File: src/rtl/cci_pkg.sv
`default_nettype none
// ---------------------------------------------------------------------------
// cci_pkg : shared types and constants for the CCI init sequencer
// Revision: 1.0
// ---------------------------------------------------------------------------
package cci_pkg;

  typedef enum logic [2:0] {
    ST_IDLE     = 3'd0,
    ST_PWRUP    = 3'd1,
    ST_FETCH    = 3'd2,
    ST_SEND     = 3'd3,
    ST_WAIT_RSP = 3'd4,
    ST_GAP      = 3'd5,
    ST_NEXT     = 3'd6,
    ST_SETTLE   = 3'd7
  } cci_state_e;

  localparam logic [1:0] c_idx_dev  = 2'd0;
  localparam logic [1:0] c_idx_ahi  = 2'd1;
  localparam logic [1:0] c_idx_alo  = 2'd2;
  localparam logic [1:0] c_idx_data = 2'd3;

  localparam logic [7:0] c_dev_wr_default = 8'h20;

endpackage
`default_nettype wire

File: src/rtl/cci_delay_timer.sv
`default_nettype none
// ---------------------------------------------------------------------------
// cci_delay_timer : loadable down-counter with zero flag
// Revision: 1.0
// ---------------------------------------------------------------------------
module cci_delay_timer
  import cci_pkg::*;
#(
  parameter int WIDTH = 16
) (
  input  logic             clk,
  input  logic             rst,
  input  logic             i_load,
  input  logic [WIDTH-1:0] i_load_val,
  output logic             o_zero
);

  logic [WIDTH-1:0] r_cnt;

  always_ff @(posedge clk or posedge rst) begin
    if (rst) begin
      r_cnt <= '0;
    end else if (i_load) begin
      r_cnt <= i_load_val;
    end else if (r_cnt != '0) begin
      r_cnt <= r_cnt - 1'b1;
    end
  end

  assign o_zero = (r_cnt == '0);

endmodule
`default_nettype wire

File: src/rtl/cci_init_sequencer.sv
`default_nettype none
// ---------------------------------------------------------------------------
// cci_init_sequencer : walks the sensor init table and writes each entry over CCI
// Revision: 1.0
// ---------------------------------------------------------------------------
module cci_init_sequencer
  import cci_pkg::*;
#(
  parameter logic [6:0] DEV_ADDR       = c_dev_wr_default[7:1],
  parameter int         PWRUP_CYCLES   = 1000,
  parameter int         GAP_CYCLES     = 200,
  parameter int         MAX_RETRY      = 3,
  parameter int         TIMEOUT_CYCLES = 65535
) (
  input  logic        clk,
  input  logic        rst,
  input  logic        i_start,
  output logic        o_busy,
  output logic        o_done,
  output logic        o_error,
  output logic [5:0]  o_err_step,
  output logic        o_tbl_run_init,
  output logic        o_tbl_step_increment,
  output logic        o_tbl_read_enable,
  input  logic [15:0] i_tbl_addr,
  input  logic [7:0]  i_tbl_data,
  input  logic        i_tbl_complete,
  output logic        o_i2c_cmd_valid,
  input  logic        i_i2c_cmd_ready,
  output logic        o_i2c_cmd_start,
  output logic        o_i2c_cmd_stop,
  output logic [7:0]  o_i2c_cmd_data,
  input  logic        i_i2c_rsp_valid,
  input  logic        i_i2c_rsp_nack
);

  localparam int          RW          = (MAX_RETRY > 0) ? $clog2(MAX_RETRY + 1) : 1;
  localparam logic [15:0] c_pwrup_ld  = 16'(PWRUP_CYCLES - 1);
  localparam logic [15:0] c_gap_ld    = 16'(GAP_CYCLES - 1);
  localparam logic [15:0] c_tmo_ld    = 16'(TIMEOUT_CYCLES - 1);
  localparam logic [15:0] c_settle_ld = 16'd1;
  localparam logic [7:0]  c_dev_wr    = {DEV_ADDR, 1'b0};

  cci_state_e       r_state;
  cci_state_e       w_state_nxt;
  logic [15:0]      r_addr;
  logic [7:0]       r_data;
  logic [1:0]       r_idx;
  logic [RW-1:0]    r_retry;
  logic             r_ok;
  logic [5:0]       r_step;
  logic             r_done;
  logic             r_error;
  logic [5:0]       r_err_step;

  logic             w_tmr_load;
  logic [15:0]      w_tmr_val;
  logic             w_tmr_zero;
  logic             w_rsp_ack;
  logic             w_retry_left;
  logic             w_send;
  logic [7:0]       w_byte;
  logic             w_first;
  logic             w_last;

  assign w_rsp_ack    = i_i2c_rsp_valid && !i_i2c_rsp_nack;
  assign w_retry_left = (int'(r_retry) < MAX_RETRY);
  assign w_send       = (r_state == ST_SEND);

  cci_delay_timer #(
    .WIDTH (16)
  ) u_timer (
    .clk        (clk),
    .rst        (rst),
    .i_load     (w_tmr_load),
    .i_load_val (w_tmr_val),
    .o_zero     (w_tmr_zero)
  );

  // Every counted state is entered with the timer loaded to N-1, so it lasts exactly N cycles.
  always_comb begin
    w_state_nxt = r_state;
    w_tmr_load  = 1'b0;
    w_tmr_val   = '0;
    case (r_state)
      ST_IDLE: begin
        if (i_start) begin
          w_state_nxt = ST_PWRUP;
          w_tmr_load  = 1'b1;
          w_tmr_val   = c_pwrup_ld;
        end
      end
      ST_PWRUP: begin
        if (w_tmr_zero) w_state_nxt = ST_FETCH;
      end
      ST_FETCH: begin
        w_state_nxt = i_tbl_complete ? ST_IDLE : ST_SEND;
      end
      ST_SEND: begin
        if (i_i2c_cmd_ready) begin
          w_state_nxt = ST_WAIT_RSP;
          w_tmr_load  = 1'b1;
          w_tmr_val   = c_tmo_ld;
        end
      end
      ST_WAIT_RSP: begin
        // The response is checked before the timeout so a same-cycle response wins.
        if (w_rsp_ack && (r_idx != c_idx_data)) begin
          w_state_nxt = ST_SEND;
        end else if (i_i2c_rsp_valid || w_tmr_zero) begin
          w_state_nxt = ST_GAP;
          w_tmr_load  = 1'b1;
          w_tmr_val   = c_gap_ld;
        end
      end
      ST_GAP: begin
        if (w_tmr_zero) begin
          if (r_ok)              w_state_nxt = ST_NEXT;
          else if (w_retry_left) w_state_nxt = ST_SEND;
          else                   w_state_nxt = ST_IDLE;
        end
      end
      ST_NEXT: begin
        w_state_nxt = ST_SETTLE;
        w_tmr_load  = 1'b1;
        w_tmr_val   = c_settle_ld;
      end
      ST_SETTLE: begin
        if (w_tmr_zero) w_state_nxt = ST_FETCH;
      end
      default: w_state_nxt = ST_IDLE;
    endcase
  end

  always_ff @(posedge clk or posedge rst) begin
    if (rst) begin
      r_state    <= ST_IDLE;
      r_addr     <= '0;
      r_data     <= '0;
      r_idx      <= c_idx_dev;
      r_retry    <= '0;
      r_ok       <= 1'b0;
      r_step     <= '0;
      r_done     <= 1'b0;
      r_error    <= 1'b0;
      r_err_step <= '0;
    end else begin
      r_state <= w_state_nxt;
      case (r_state)
        ST_IDLE: begin
          if (i_start) begin
            r_done  <= 1'b0;
            r_error <= 1'b0;
            r_step  <= '0;
          end
        end
        ST_FETCH: begin
          if (i_tbl_complete) begin
            r_done <= 1'b1;
          end else begin
            r_addr  <= i_tbl_addr;
            r_data  <= i_tbl_data;
            r_retry <= '0;
            r_idx   <= c_idx_dev;
            r_ok    <= 1'b0;
          end
        end
        ST_WAIT_RSP: begin
          if (w_rsp_ack) begin
            if (r_idx == c_idx_data) r_ok  <= 1'b1;
            else                     r_idx <= r_idx + 1'b1;
          end
        end
        ST_GAP: begin
          if (w_tmr_zero && !r_ok) begin
            if (w_retry_left) begin
              r_retry <= r_retry + 1'b1;
              r_idx   <= c_idx_dev;
            end else begin
              r_error    <= 1'b1;
              r_err_step <= r_step;
            end
          end
        end
        ST_NEXT: r_step <= r_step + 6'd1;
        default: ;
      endcase
    end
  end

  always_comb begin
    w_byte  = 8'h00;
    w_first = 1'b0;
    w_last  = 1'b0;
    case (r_idx)
      c_idx_dev: begin
        w_byte  = c_dev_wr;
        w_first = 1'b1;
      end
      c_idx_ahi:  w_byte = r_addr[15:8];
      c_idx_alo:  w_byte = r_addr[7:0];
      c_idx_data: begin
        w_byte = r_data;
        w_last = 1'b1;
      end
      default: w_byte = 8'h00;
    endcase
  end

  // Command fields are gated by valid so every output reads 0 outside SEND.
  assign o_i2c_cmd_valid      = w_send;
  assign o_i2c_cmd_data       = w_send ? w_byte : 8'h00;
  assign o_i2c_cmd_start      = w_send && w_first;
  assign o_i2c_cmd_stop       = w_send && w_last;
  assign o_busy               = (r_state != ST_IDLE);
  assign o_done               = r_done;
  assign o_error              = r_error;
  assign o_err_step           = r_err_step;
  assign o_tbl_run_init       = (r_state != ST_IDLE);
  assign o_tbl_read_enable    = o_tbl_run_init;
  assign o_tbl_step_increment = (r_state == ST_NEXT);

endmodule
`default_nettype wire

File: config.mk
export PLATFORM = sky130hd
export DESIGN_NAME = cci_init_sequencer
export DESIGN_NICKNAME = d
export VERILOG_FILES = /design/src/rtl/cci_pkg.sv /design/src/rtl/cci_delay_timer.sv /design/src/rtl/cci_init_sequencer.sv
export SDC_FILE = /design/constraint.sdc
export NUM_CORES = 1
export LEC_CHECK = 0
export CAP_MARGIN = 25
export CORE_MARGIN = 4
export CORE_UTILIZATION = 40
export CTS_CLUSTER_SIZE = 30
export DETAILED_ROUTE_END_ITERATION = 12
export HOLD_SLACK_MARGIN = 0.05
export SYNTH_ARGS = -nofsm -noshare
export SYNTH_HDL_FRONTEND = slang
export SYNTH_SLANG_ARGS = --single-unit
File: constraint.sdc
create_clock -name clk -period 4.2 [get_ports clk]
set_clock_uncertainty 0.2 [all_clocks]
set_input_delay 0.42 -clock clk [delete_from_list [all_inputs] [get_ports clk]]
set_output_delay 0.42 -clock clk [all_outputs]
set_load 0.005 [all_outputs]
* Yosys cells after proc, flatten, opt, wreduce, memory -nomap -nowiden
Index checks and enable logic that the tools add are counted.
Widths: inputs -> output; s select.
** Storage, ports and cells
- Output and inout bits :: 23
- Flip-flop bits (word level) :: 62
- Input port bits :: 31
** Cells by class
- Add/subtract/negate cells :: 4
- $lt $le $gt $ge :: 1
- Bitwise logic cells :: 2
- Reduce and logical (&&, ||, !) cells :: 30
- Mux-type cells :: 47
- Eq/ne operators :: 24
** Operators with widths (number)
- $pmux 16 s4 :: 1
- $mux 16 :: 3
- $pmux 8 s4 :: 1
- $mux 8 :: 3
- $ne 2x2->1 const B :: 12
- $mux 3 :: 7
- $pmux 3 s7 :: 1
- $mux 2 :: 9
- $logic_not 16->1 :: 1
- $reduce_bool 16->1 :: 1
- $sub 16x1->16 const B :: 1
- $mux 1 :: 13
- $eq 3x3->1 const B :: 4
- $pmux 6 s2 :: 1
- $reduce_and 4->1 :: 3
- $reduce_bool 2->1 :: 6
- $mux 10 :: 1
- $add 6x1->6 const B :: 1
- $eq 3x2->1 const B :: 2
- $mux 6 :: 1
- $pmux 1 s2 :: 3
- $pmux 2 s3 :: 1
- $reduce_and 3->1 :: 2
- $reduce_and 6->1 :: 1
- other kinds (19) :: 29

* Logic depth before layout (Yosys ltp)
Gate-level depths: netlist of the first run.
- Depth in word-level cells :: 6
- Gate-level depth with buffers :: 8
- Mapped depth without buffers :: 7

* By module
From an unflattened synthesis of the first run, not the netlist that was laid out.
** Unflattened totals
- Cells, all modules :: 313
- Area, all modules :: 3350.7 um^2
** Modules (own cells, without submodules)
- cci_init_sequencer :: area each 2357.3 um^2, times used 1, sequential area each 1151.1 um^2, cells an instance 211
- cci_delay_timer :: area each 993.5 um^2, times used 1, sequential area each 400.4 um^2, cells an instance 102

* Least setup slack after synthesis of the first run
OpenSTA, ideal clock, no wires.
- Path type :: register to register
- Start :: register u_timer.r_cnt[0]
- End :: register r_err_step[0], in the netlist o_err_step[0]
- Stages on the path, launching flop included :: 7
- Arrival :: 1.842 ns
- Slack :: 2.033 ns
- Path buffers :: 0
- Path through :: dfrtp_1 -> inv_1 -> ha_1 -> nor4b_2 -> nand4_2 -> nor4b_4 -> mux2_4
** On the way
- Longest elaborated chain between the ends :: 3
** Ends and longest elaborated chain
- from (decl) :: line cci_delay_timer.sv:18 : logic [WIDTH-1:0] r_cnt;
- from (signal assigned) :: line cci_delay_timer.sv:24 : r_cnt <= i_load_val;
- from (signal assigned) :: line cci_delay_timer.sv:26 : r_cnt <= r_cnt - 1'b1;
- $logic_not 16->1 :: line cci_delay_timer.sv:30 : assign o_zero = (r_cnt == '0);
- $logic_and 1x1->1 :: line cci_init_sequencer.sv:175 : if (w_tmr_zero && !r_ok) begin
- $reduce_and 3->1 (no line)
- to (signal assigned) :: line cci_init_sequencer.sv:181 : r_err_step <= r_step;
- to (decl) :: line cci_init_sequencer.sv:54 : logic [5:0] r_err_step;
Every way passes these cells.
A chain may end at the register's enable or synchronous reset.

* Final worst setup path of the first run
- Start :: register r_state[0]
- End :: output o_i2c_cmd_data[4]
** On the way
- Longest elaborated chain between the ends :: 2
** Ends and longest elaborated chain
- from (decl) :: line cci_init_sequencer.sv:44 : cci_state_e r_state;
- from (signal assigned) :: line cci_init_sequencer.sv:148 : r_state <= w_state_nxt;
- $eq 3x2->1 :: line cci_init_sequencer.sv:68 : assign w_send = (r_state == ST_SEND);
- $mux 8 :: line cci_init_sequencer.sv:212 : assign o_i2c_cmd_data = w_send ? w_byte : 8'h00;
- to (decl) :: line cci_init_sequencer.sv:32 : output logic [7:0] o_i2c_cmd_data,
Every way passes these cells.

==> flow_summary.yaml, run 1 <==
detailed_routing:
  drtPass1Iterations: 5
  drt_wl_total_mm: 7.55
  vias_per_cell: 5.39
  final_antenna_net_count: 0
  route.detailed.drc: 0
  drtIter0Drc: 145
  vias: 2499
  wl_per_cell_um: 16.3
power_and_ir_drop:
  clkPwrFrac_pct: 18.4
  leakagePower_nw: 1.68
  combinationalPowerShare_pct: 38.3
  pwr-share-seq_pct: 43.4
  switchingPower_mw: 1.05
  intPower_mw: 1.58
  swShare_pct: 39.8
  ir_drop_v: 0.000317
  total_power_mw: 2.63
  p_per_area_mw_per_mm2: 644
timing:
  whs_ns: 0.282
  rsz0062_at_grt: "false"
  clock.fmax_mhz: 303
  tns_ns: 0
  worst_slack_ns: 0.904
  finalSetupViolCount: 0
  fin_crit_sh_pct: 78.5
  slew_violations: 0
  tightest_slew_ns: 0.847
  relSlewSlack_pct: 43.4
  hold_viol_final: 0
  min_period_ns: 3.30
worst_setup_path:
  required_ns: 3.58
  critPathTopFamily: "flip-flops"
  slowest_delay_ns: 0.80
  crit_buf_inv: 2
  crit_path_start_kind: "flop"
  worstReg2RegStart: "u_timer.r_cnt[0]"
  end_kind: "output pin"
  worstPathCellList: "inv_1 -> or3_1 -> nor2_1 -> clkdlybuf4s50_1"
  critPathLaunch: "r_state[0]"
  cp_max_fo: 23
  rr_endpoint: "o_err_step[3]"
  ff2ff_setup_slack_ns: 1.49
  cpMaxStageDelayCell: "dfrtp_1"
  criticalPathCategory: "reg -> out"
  timing.critical_path.arrival_ns: 2.68
  r2r_cells: 6
final_layout:
  n_fill_cell: 710
  final_util_pct: 51.8
  final_cell_count_no_fill: 464
  layout-drive-gt1-share_pct: 16.3
  final_nets: 396
  antenna_cells: 0
  final_area_mm2: 0.00408
  area_growth_pct: 23.4
synthesis:
  synth_edf_count: 0
  synth_top_area_cell: "dfrtp_1"
  yosysTopAreaCellShare_pct: 46.9
  ys_seq_area_share_pct: 46.9
  synthCells: 308
  syn_area_mm2: 0.00331
  syn_nets: 347
  synth-seq-cells: 62
  yosysUniqueCellTypes: 56
  synth_top_cells_by_area: "dfrtp_1 (47%), mux2_2 (7.8%), o21ai_0 (3.6%)"
  yosys_warnings: 0
  ys_async_sr_fraction_pct: 100
  synth_ff_type: "dfrtp_1"
  syn_avg_cell_area_um2: 10.7
clock_tree:
  cts_made_buffers: 9
  cts_sinks: 62
  cts_resized: 0
  cts_max_level: 3
  clkLatencyLatePin_ns: 0.35
  cts_hold_buf: 0
  clkTransAtPathRegs_ns: 0.07
  clockBufferDepth: 2
  cts_root_buffer: "clkbuf_8"
  cts_tree: "yes"
  cts_setup_buffers: 0
floorplanning:
  die_y_um: 99.0
  rows: 32
  pin_count: 54
  initial_core_util_pct: 42.0
  die_area_mm2: 0.00979
  die_w_um: 99.0
  core_mm2: 0.00789
global_route:
  gr-total-overflow: 0
  grt_pass1_vias: 2592
  grt_usage_pct: 16.2
  grt_pass1_wl_mm: 12.9
  antenna_found_initial: 0
  grt_start_max_net_pins: 41
hold_path:
  min_to: "o_error"
  hp-class: "reg -> reg"
  min_from: "o_error"
  hold_depth: 1
status:
  status: "completed"
placed_design:
  dpl_cell_area_mm2: 0.00390
  place.gp.congestion: 0.840
  dp_hpwl_mm: 5.33
  pre_cts_ws_ns: 1.29
  place_inst: 448
  portBuffers: 53
job:
  cap_violations: 0
==> registers in the layout (all words and copies together), names as in the netlist, 2 cells and up <==
name	flops
r_state	3
r_data	8
r_idx	2
r_retry	2
u_timer.r_cnt	16
r_addr	16
o_err_step	6
r_step	6
==> final cells by class <==
type                    count  area [um2]  area share [%]
clock buffers               9         124            3.03
flip-flops and latches     62        1550            38.0
clock inverters             7        57.6            1.41
multi-input cells         219        1640            40.1
repair buffers             55         546            13.4
well taps                 102         128            3.13
inverters                  10        37.5           0.919
==> cells by family (layout without fill, tap and decap cells) <==
| logic type | Yosys count | after routing | share of synthesized area [%] |
|---|---|---|---|
| AOI/OAI and AO/OA | 66 | 66 | 12.9 |
| xor gates and xnor gates | 13 | 13 | 3.44 |
| adders and majority gates | 8 | 8 | 3.02 |
| buffers and inverters | 27 | 81 | 3.59 |
| DFF | 62 | 62 | 46.9 |
| muxes | 32 | 32 | 11.5 |
| and+or+nand+nor | 100 | 100 | 18.6 |
==> worst max-delay path by stage <==
stage	endpoint	slack (ns)	cells past startpoint
after floorplan	o_err_step[0]	2.03	6
after global placement	o_i2c_cmd_data[1]	1.36	4
after detailed placement	o_i2c_cmd_data[4]	1.29	4
after CTS	o_i2c_cmd_data[4]	0.88	4
after global routing	o_i2c_cmd_data[4]	0.76	4
final	o_i2c_cmd_data[4]	0.90	4
==> cells in the final DEF (no fill, tap or decap), types with 3 or more instances in the layout <==
cell type and count:
a21oi_1 11, a222oi_1 7, a22o_1 3, a31oi_1 5, and3_1 5, clkbuf_8 9
clkdlybuf4s50_1 53, clkinvlp_4 3, dfrtp_1 62, ha_1 8, inv_1 9, mux2_2 23
mux2_4 6, nand2_1 20, nand2b_1 7, nand3_1 13, nand4_1 3, nor2_1 16
nor3_1 7, nor4_1 6, o211ai_1 4, o21ai_0 24, or3_1 3, xnor2_1 11
==> routing by layer <==
metal  routed length (um)  global-route usage (%)  part of all wire [%]  vias to the layer above
met5                    0                       0                     0                        -
met3                  452                    6.02                   6.0                        7
li1                     -                       -                     -                     1229
met2                 3500                    25.3                    46                       63
met4                   69                    3.47                  0.91                        0
met1                 3530                    21.5                    47                     1200
==> synth_stat cells, drive strengths merged, types with 3 or more instances <==
cell type,instances
buf,11
a22o,3
nand2b,7
dfrtp,62
nand4,4
o211ai,4
xnor2,11
ha,8
nor2,16
and3,5
o21ai,25
a21oi,11
inv,10
nand3,14
clkbuf,6
nand2,20
or3,3
a222oi,7
nor4b,4
nor3,7
nor4,9
a31oi,5
mux2,30
==> power by group through the flow <==
stage | sequential (mW) | combinational, mW | clock, mW
after floorplan | 1.01 | 0.842 | 0
after global placement | 1.14 | 1.00 | 0
after detailed placement | 1.14 | 1.01 | 0
after CTS | 1.14 | 1.02 | 0.500
after global routing | 1.18 | 1.13 | 0.524
final | 1.14 | 1.01 | 0.483
Power figures use the tool's default switching activity.
==> run 2: changes to the inputs <==
==> constraint.sdc (replaced) <==
create_clock -name clk -period 3.2 [get_ports clk]
set_clock_uncertainty 0.2 [all_clocks]
set_input_delay 0.32 -clock clk [delete_from_list [all_inputs] [get_ports clk]]
set_output_delay 0.32 -clock clk [all_outputs]
set_load 0.005 [all_outputs]
==> flow_summary.yaml, run 2 (synthesis gave the netlist of run 1 again) <==
global_route:
  use_met3_pct: 6.44
  grt_start_max_net_pins: 63
  grt_usage_pct: 15.9
  gr-total-overflow: 0
  use_met1_pct: 20.1
  grt_pass1_wl_mm: 12.6
  antenna_found_initial: 0
  globalRouteMet2Util_pct: 25.1
  grt-busiest-layer: "met2"
  grt_pass1_vias: 2587
detailed_routing:
  vias_per_cell: 5.39
  route.detailed.drc: 0
  final_antenna_net_count: 0
  drtIter0Drc: 177
  wl_per_cell_um: 16.0
  drtPass1Iterations: 5
  vias: 2512
  drt_wl_total_mm: 7.44
power_and_ir_drop:
  leakagePower_nw: 1.72
  total_power_mw: 3.60
  p_per_area_mw_per_mm2: 866
  ir_drop_v: 0.000466
worst_setup_path:
  timing.critical_path.arrival_ns: 2.32
  crit_path_start_kind: "flop"
  end_kind: "output pin"
  rr_endpoint: "o_err_step[2]"
  required_ns: 2.68
  cp_max_fo: 17
  cpMaxStageDelayCell: "dfrtp_1"
  criticalPathCategory: "reg -> out"
  slowest_delay_ns: 0.58
  r2r_cells: 6
  worstReg2RegStart: "u_timer.r_cnt[0]"
  worstPathCellList: "nand2b_1 -> or3_1 -> nor2_1 -> clkdlybuf4s50_1"
  critPathLaunch: "r_state[2]"
  ff2ff_setup_slack_ns: 0.54
clock_tree:
  cts_made_buffers: 9
  clkLatencyLatePin_ns: 0.34
  cts_setup_buffers: 0
  cts_max_level: 3
  cts_sinks: 62
  clockBufferDepth: 2
  cts_root_buffer: "clkbuf_8"
  clkTransAtPathRegs_ns: 0.07
  cts_hold_buf: 0
  cts_resized: 0
  cts_tree: "yes"
timing:
  tightest_slew_ns: 0.653
  min_period_ns: 2.84
  finalSetupViolCount: 0
  fin_crit_sh_pct: 88.8
  clock.fmax_mhz: 352
  slew_violations: 0
  hold_viol_final: 0
  worst_slack_ns: 0.359
  relSlewSlack_pct: 56.3
  whs_ns: 0.167
  rsz0062_at_grt: "false"
  tns_ns: 0
placed_design:
  place.gp.congestion: 0.854
  dp_hpwl_mm: 5.24
  portBuffers: 53
  pre_cts_ws_ns: 0.534
floorplanning:
  pin_count: 54
  die_w_um: 99.0
  rows: 32
  die_y_um: 99.0
  initial_core_util_pct: 42.0
  die_area_mm2: 0.00979
  core_mm2: 0.00789
final_layout:
  n_fill_cell: 684
  mostFrequentLayoutCells: "dfrtp_1 (62), clkdlybuf4s50_1 (53), o21ai_0 (24)"
  layout-drive-gt1-share_pct: 16.8
  reg_top3: "r_addr (16), u_timer.r_cnt (16), r_data (8)"
  area_growth_pct: 25.6
  final_nets: 399
  antenna_cells: 0
  final_common_cell: "dfrtp_1"
job:
  cap_violations: 0
hold_path:
  hp-class: "in -> async"
status:
  status: "completed"
## run 2: changes by cell type in the layout (fill, tap and decap cells not counted), sizes merged
cell / before / now
buf: 2 / 5
bufinv: 0 / 2
clkbuf: 9 / 10
clkinv: 2 / 1
clkinvlp: 3 / 2
inv: 12 / 10
## run 2: layout make-up
type	instances	area (um2)	share of cell area, %
Clock inverter	5	83.8	2.02
Inverter	10	37.5	0.903
Tap cell	102	128	3.07
Multi-Input combinational cell	219	1640	39.4
Sequential cell	62	1550	37.3
Timing Repair Buffer	58	581	14.0
Clock buffer	10	138	3.31
## run 2: power breakdown
group	internal, mW	switching, mW	leakage [nW]	total [mW]
registers	1.10	0.334	0.770	1.43
clock network	0.457	0.311	0.105	0.767
logic	0.712	0.689	0.844	1.40
## run 2: how the worst max path moves through the flow
stage                                    to  cells after the start
after detailed placement      o_err_step[2]                      6
after global placement        o_err_step[4]                      6
final                     o_i2c_cmd_data[0]                      4
after global routing      o_i2c_cmd_data[0]                      4
after CTS                 o_i2c_cmd_data[0]                      4
after floorplan               o_err_step[0]                      6
## run 2: metrics by stage
| stage | area, um2 | cells | util, % |
|---|---|---|---|
| 4_1_cts | 4160 | 466 | 52.7 |
| 3_3_place_gp | 3940 | 451 | 49.9 |
| 5_1_grt | 4160 | 466 | 52.7 |
| 3_5_place_dp | 3940 | 451 | 49.9 |
| 6_report | 4160 | 466 | 52.7 |
| 2_1_floorplan | 3310 | 308 | - |
## run 2: critical path, delay by kind of cell (launching register included)
family	cells	cell delay, ns
flip-flops	1	0.58
AND/OR/NAND/NOR	3	0.89
buffers and inverters	1	0.52
## run 2: layer usage
metal  share of wire [%]  vias up
met5                   0        -
met4                 1.7        0
met3                 7.0       10
met2                  47       70
met1                  45     1195
li1                    -     1237
